==> src/rtl/rv32i_types.sv <==
// Shared types for the hazard/forwarding logic.
// Producer kinds, the shadow-pipeline entry and the fwd_sel width helper.
package rv32i_types;

   typedef enum logic [1:0] {
      PK_ALU  = 2'd0,
      PK_LOAD = 2'd1,
      PK_LONG = 2'd2
   } prod_kind_t;

   // rd is stored zero-extended so one entry type serves any REG_ADDR_W
   localparam int RD_W_MAX = 8;

   typedef struct packed {
      logic                valid;
      logic [RD_W_MAX-1:0] rd;
      logic                we;
      prod_kind_t          kind;
   } shadow_ent_t;

   function automatic int fwd_sel_w(input int stages);
      return (stages < 1) ? 1 : $clog2(stages + 1);
   endfunction

endpackage

==> src/rtl/hazard_scoreboard.sv <==
// Busy bits for long-latency destinations, with release bypass.
// Ports: clr_en/clr_rd release, set_en/set_rd claim, busy_vec, busy_eff.
module hazard_scoreboard #(
   parameter int REG_ADDR_W = 5,
   parameter int NUM_REGS   = 32
) (
   input  logic                  clk,
   input  logic                  rst,
   input  logic                  clr_en,
   input  logic [REG_ADDR_W-1:0] clr_rd,
   input  logic                  set_en,
   input  logic [REG_ADDR_W-1:0] set_rd,
   output logic [NUM_REGS-1:0]   busy_vec,
   output logic [NUM_REGS-1:0]   busy_eff
);

   logic [NUM_REGS-1:0] clr_mask;
   logic [NUM_REGS-1:0] set_mask;

   always_comb begin
      clr_mask = '0;
      set_mask = '0;
      if (clr_en)
         clr_mask[clr_rd] = 1'b1;
      if (set_en && set_rd != '0)
         set_mask[set_rd] = 1'b1;
   end

   // a register written back this cycle is no longer a hazard
   assign busy_eff = busy_vec & ~clr_mask;

   always_ff @(posedge clk or posedge rst) begin
      if (rst)
         busy_vec <= '0;
      else
         busy_vec <= busy_eff | set_mask;
   end

endmodule

==> src/rtl/hazard_forward_unit.sv <==
// Shadow-pipeline hazard detection and registered forwarding selects.
// Ports: issue_* from ID, advance/flush control, long_* writeback, stall/fwd_sel/busy_vec/stall_count out.
module hazard_forward_unit
   import rv32i_types::*;
#(
   parameter  int NUM_SRC        = 2,
   parameter  int NUM_FWD_STAGES = 2,
   parameter  int REG_ADDR_W     = 5,
   parameter  int NUM_REGS       = 32,
   localparam int SEL_W          = fwd_sel_w(NUM_FWD_STAGES)
) (
   input  logic                                clk,
   input  logic                                rst,
   input  logic                                advance,
   input  logic                                flush,
   input  logic                                issue_valid,
   input  logic [NUM_SRC-1:0][REG_ADDR_W-1:0]  issue_rs,
   input  logic [NUM_SRC-1:0]                  issue_rs_used,
   input  logic [REG_ADDR_W-1:0]               issue_rd,
   input  logic                                issue_we,
   input  prod_kind_t                          issue_kind,
   input  logic                                long_done,
   input  logic [REG_ADDR_W-1:0]               long_rd,
   output logic                                stall,
   output logic [NUM_SRC-1:0][SEL_W-1:0]       fwd_sel,
   output logic [NUM_REGS-1:0]                 busy_vec,
   output logic [31:0]                         stall_count
);

   shadow_ent_t                   shadow_q [NUM_FWD_STAGES];
   shadow_ent_t                   new_ent;
   logic [NUM_SRC-1:0][SEL_W-1:0] next_sel;
   logic [NUM_REGS-1:0]           busy_eff;
   logic [NUM_SRC-1:0]            lu_hit;
   logic [NUM_SRC-1:0]            raw_hit;
   logic                          waw_hit;
   logic                          accepted;

   hazard_scoreboard #(
      .REG_ADDR_W (REG_ADDR_W),
      .NUM_REGS   (NUM_REGS)
   ) u_sb (
      .clk      (clk),
      .rst      (rst),
      .clr_en   (long_done),
      .clr_rd   (long_rd),
      .set_en   (advance && accepted && issue_kind == PK_LONG),
      .set_rd   (issue_rd),
      .busy_vec (busy_vec),
      .busy_eff (busy_eff)
   );

   // scan oldest to youngest so the youngest match is the last write
   always_comb begin
      next_sel = '0;
      lu_hit   = '0;
      raw_hit  = '0;
      for (int i = 0; i < NUM_SRC; i++) begin
         if (issue_rs_used[i] && issue_rs[i] != '0) begin
            for (int k = NUM_FWD_STAGES - 1; k >= 0; k--) begin
               if (shadow_q[k].valid && shadow_q[k].we &&
                   shadow_q[k].rd == RD_W_MAX'(issue_rs[i])) begin
                  next_sel[i] = SEL_W'(k + 1);
                  lu_hit[i]   = (k == 0) && (shadow_q[k].kind == PK_LOAD);
               end
            end
            raw_hit[i] = busy_eff[issue_rs[i]];
         end
      end
   end

   assign waw_hit  = (issue_kind == PK_LONG) && busy_eff[issue_rd];
   assign stall    = issue_valid && !flush &&
                     ((|lu_hit) || (|raw_hit) || waw_hit);
   assign accepted = issue_valid && !stall && !flush;

   // long ops write through the scoreboard, never through the bypass
   always_comb begin
      new_ent       = '0;
      new_ent.valid = 1'b1;
      new_ent.rd    = RD_W_MAX'(issue_rd);
      new_ent.we    = issue_we && (issue_kind != PK_LONG);
      new_ent.kind  = issue_kind;
   end

   always_ff @(posedge clk or posedge rst) begin
      if (rst) begin
         for (int k = 0; k < NUM_FWD_STAGES; k++)
            shadow_q[k] <= '0;
         fwd_sel     <= '0;
         stall_count <= '0;
      end else if (advance) begin
         for (int k = 1; k < NUM_FWD_STAGES; k++)
            shadow_q[k] <= shadow_q[k-1];
         shadow_q[0] <= accepted ? new_ent : '0;
         fwd_sel     <= accepted ? next_sel : '0;
         if (stall && stall_count != 32'hFFFF_FFFF)
            stall_count <= stall_count + 32'd1;
      end
   end

endmodule
==> config.mk <==
export PLATFORM = sky130hd
export DESIGN_NAME = hazard_forward_unit
export DESIGN_NICKNAME = d
export VERILOG_FILES = /design/src/rtl/rv32i_types.sv /design/src/rtl/hazard_scoreboard.sv /design/src/rtl/hazard_forward_unit.sv
export SDC_FILE = /design/constraint.sdc
export NUM_CORES = 1
export LEC_CHECK = 0
export ABC_AREA = 0
export BUFFER_PORTS_ARGS = -buffer_cell sky130_fd_sc_hd__clkbuf_2
export CAP_MARGIN = 10
export CORE_ASPECT_RATIO = 0.75
export CORE_MARGIN = 2
export CORE_UTILIZATION = 61
export CTS_BUF_LIST = sky130_fd_sc_hd__clkbuf_16
export DETAILED_ROUTE_END_ITERATION = 6
export PLACE_DENSITY = 0.88
export SLEW_MARGIN = 20
export SYNTH_ARGS = -nofsm -noshare
export SYNTH_HDL_FRONTEND = slang
export SYNTH_SLANG_ARGS = --single-unit
==> constraint.sdc <==
create_clock -name clk -period 4.2 [get_ports clk]
set_clock_uncertainty 0.05 [all_clocks]
set_input_delay 0.63 -clock clk [delete_from_list [all_inputs] [get_ports clk]]
set_output_delay 0.63 -clock clk [all_outputs]
set_load 0.01 [all_outputs]
==> metrics.md <==
| Metric | Value |
|---|---|
| Number of warnings issued by yosys | 0 |
| Area enclosed by the die boundary | 9370 um^2 |
| Share of synthesized area occupied by flip-flops and latches | 40.1% |
| Number of standard-cell rows in the floorplan | 29 |
| Pre-CTS setup slack | 352 ps |
| Startpoint type of the worst setup path | input port |
| Pre-Repair DR Iteration Count | 6 |
| Met3 WL post-DR | 2.61 mm |
| Wire length reported by the detailed router | 17.8 mm |
| WL per Instance | 24.1 um |
| Fmax | 256 MHz |
| Final critical-path required period | 3910 ps |
| Dominant synthesized flop cell | sky130_fd_sc_hd__dfrtp_1 |
| Number of max-cap violations | 0 |
| Number of global-route vias before repair | 4,792 |
| Final-report hold violation count | 0 |
| Remaining global-route overflow | 0 |
| CTS tree | built |
| Top-level I/O count | 100 |
| Number of buffers inserted during clock tree synthesis | 9 |
| Pwr Total | 2.05 mW |
| Global Route Usage Sum | 38.4% |
| Slack of the critical path | 287 ps |
| Maximum fanout along the worst path | 14 |
| Clock Latency Late Sink | 340 ps |
| Number of antenna violations at the first check in global routing | 0 |
| Count of final max-slew check failures | 0 |
| Most frequent standard cell in the layout excluding fill and tap cells | sky130_fd_sc_hd__clkbuf_2 |
| Status | finished, final reports clean |
| Arrival time worst endpoint | 3230 ps |
| Global-route wire length before repair | 27.5 mm |
| Sequential cell fraction of total power | 43.2% |
| Commonest non-fill, non-tap cells in the layout | sky130_fd_sc_hd__clkbuf_2 (99), sky130_fd_sc_hd__dfrtp_1 (84), sky130_fd_sc_hd__xnor2_1 (45) |
| Clock transition at the register clock pins on the worst setup and hold paths after CTS | 70 ps |
| Net count, final | 658 |
| Portion of total power attributed to combinational logic | 14.9% |
| Worst vdd rail ir drop | 0.279 mV |
| Synth Register Bits | 84 |
| Path class of the lowest-slack min-delay path | input port to async pin |
| Count of endpoints failing setup in the final report | 0 |
| Startpoint of the most critical register-to-register path | stall_count[4] |
| HPWL after DPL | 12.9 mm |
| Max Used Layer | met4 |
| Critical Path Source | issue_rd[0] |
| Worst-case headroom to the max-slew limit | 45.0% |
| Floorplan die height | 84.3 um |
| Setup Fix Bufs, Post-CTS | 0 |
| Hold Buf Count CTS | 0 |
| Largest net degree at the start of global routing | 48 |
| Initial Utilization | 62.3% |
| Synthesized area divided by synthesized cell count | 9.68 um^2 |
| Post-synth cell types | 71 |
| Clk buf depth | 2 |
| Start-to-end type of the worst setup path | input port to output port |
| Final cycle utilization of the critical path | 93.2% |
| Met1 wire length | 7.34 mm |
| Final RePlAce weighted congestion | 1.02 |
| Critical Path Sink Type | output port |
| RSZ-0062 raised after global routing | false |
| Met2 wire length | 7.38 mm |
| Clock H-tree levels | 3 |
| P_int | 1.48 mW |
| Share of cells above drive strength 1 | 25.2% |
| Drt drc | 0 |
| Die Span X | 111 um |
| Number of design-rule violations left by the first detailed-router iteration | 667 |
| Clock sink total | 84 |
| Number of input and output port buffers inserted | 99 |
| Slew of the pin with the lowest slew margin | 824 ps |
| Clock tree root driver cell | sky130_fd_sc_hd__clkbuf_16 |
| Gate count after technology mapping | 542 |
| Post-CTS resize count | 0 |
| Via-per-instance ratio | 6.99 |
| Synthesized net count | 574 |
| Switching power | 572 uW |
| Post-route ant nets | 0 |
| Antenna diode count | 0 |
| Layout overhead on the synthesized area | 16.6% |
| Power per Cell Area | 335 nW/um^2 |
| Number of flops mapped to enable cells by yosys | 0 |
| Setup TNS | 0 ps |
| Area inside the core boundary | 8420 um^2 |
| Summed instance area of the synthesized netlist | 5250 um^2 |
| Detailed-route via count | 5,162 |
| Share of flip-flops with an asynchronous set or reset after synthesis | 100% |
| Switching part of the total | 27.9% |
| Data required time at the worst endpoint | 3520 ps |
| Leak pwr | 2.78 nW |
| Part of the total power dissipated in the clock network | 41.9% |
critical path: stages:
cell	delay (ps)
sky130_fd_sc_hd__clkbuf_2	370
sky130_fd_sc_hd__xor2_1	310
sky130_fd_sc_hd__nor3_1	80
sky130_fd_sc_hd__o21ai_0	450
sky130_fd_sc_hd__o311a_1	280
sky130_fd_sc_hd__nand4_1	140
sky130_fd_sc_hd__o32a_2	450
sky130_fd_sc_hd__and2_1	180
sky130_fd_sc_hd__nor3b_1	190
sky130_fd_sc_hd__clkbuf_2	160
flip-flops by register name, summed over array words and instances, names as in the netlist:
signal         cells
fwd_sel            4
shadow_q          16
stall_count       32
u_sb.busy_vec     32
logic make-up (layout without fill, tap and decap cells):
kind of cell / count (synthesis) / count (layout) / synth area share [%]
compound gates: 141 / 141 / 18.8
xor+xnor: 56 / 56 / 9.35
buf+inv: 52 / 141 / 4.22
mux: 35 / 35 / 7.30
flops: 84 / 84 / 40.1
fa+ha+maj: 1 / 1 / 0.238
simple gates: 173 / 173 / 20.0
metal layers:
| layer | GRT usage (%) | up-vias |
|---|---|---|
| li1 | - | 2207 |
| met1 | 57.7 | 2494 |
| met2 | 53.2 | 408 |
| met3 | 12.3 | 53 |
| met4 | 11.9 | 0 |
| met5 | 0 | - |
final timing paths:
| kind | cells past startpoint | end | slack (ps) |
|---|---|---|---|
| max | 10 | stall | 290 |
| min | 2 | u_sb.busy_vec[13] | 360 |
| max reg2reg | 9 | stall_count[1] | 1050 |
| min reg2reg | 1 | stall_count[28] | 450 |
| max in group asynchronous | 3 | stall_count[7] | 2710 |
| min in group clk | 1 | stall_count[28] | 450 |
synthesized netlist by cell type, drive strengths merged, types with 4 or more instances:
| cell type | n | area [um^2] |
|---|---|---|
| o211ai | 4 | 30.0 |
| a21boi | 7 | 52.6 |
| a32o | 4 | 40.0 |
| nor2 | 21 | 78.8 |
| o21bai | 7 | 52.6 |
| a22o | 8 | 70.1 |
| nor4 | 5 | 31.3 |
| mux2 | 16 | 180 |
| xor2 | 11 | 96.3 |
| o21a | 4 | 30.0 |
| o2111ai | 5 | 43.8 |
| mux2i | 18 | 180 |
| xnor2 | 45 | 394 |
| nand3b | 6 | 45.0 |
| nand3 | 22 | 125 |
| or3 | 5 | 31.3 |
| nand4 | 22 | 153 |
| buf | 22 | 109 |
| and4 | 4 | 35.0 |
| a21oi | 5 | 28.8 |
| and3 | 13 | 81.3 |
| a311oi | 5 | 50.0 |
| nor3 | 11 | 55.1 |
| dfrtp | 84 | 2100 |
| o21ai | 53 | 265 |
| nor2b | 7 | 43.8 |
| a31oi | 4 | 25.0 |
| nand2b | 6 | 37.5 |
| inv | 13 | 48.8 |
| o311ai | 6 | 52.6 |
| clkbuf | 17 | 63.8 |
| nand2 | 25 | 93.8 |
| and2 | 5 | 31.3 |
final cells by class:
class | count | area, um^2
flip-flops and latches | 84 | 2100
fillers | 639 | 2300
repair buffers | 112 | 593
inverters | 13 | 50.0
clock buffers | 9 | 225
clock inverters | 7 | 91.3
multi-input cells | 406 | 2920
well taps | 108 | 135
metrics by stage:
stage / hold slack [ps] / util (%) / instance area, um^2 / std cells
after floorplan: 420 / - / 5250 / 542
after global placement: 423 / 68.9 / 5800 / 723
after detailed placement: 434 / 68.9 / 5800 / 723
after CTS: 377 / 72.7 / 6120 / 739
after global routing: 431 / 72.7 / 6120 / 739
final: 355 / 72.7 / 6120 / 739
power by group through the flow:
stage / clock network (mW) / logic (mW) / registers, mW
floorplan: 0 / 0.183 / 0.894
global placement: 0 / 0.287 / 0.893
detailed placement: 0 / 0.295 / 0.897
CTS: 0.860 / 0.298 / 0.881
global route: 0.893 / 0.329 / 0.888
finish: 0.858 / 0.306 / 0.884
Power figures use the tool's default switching activity.
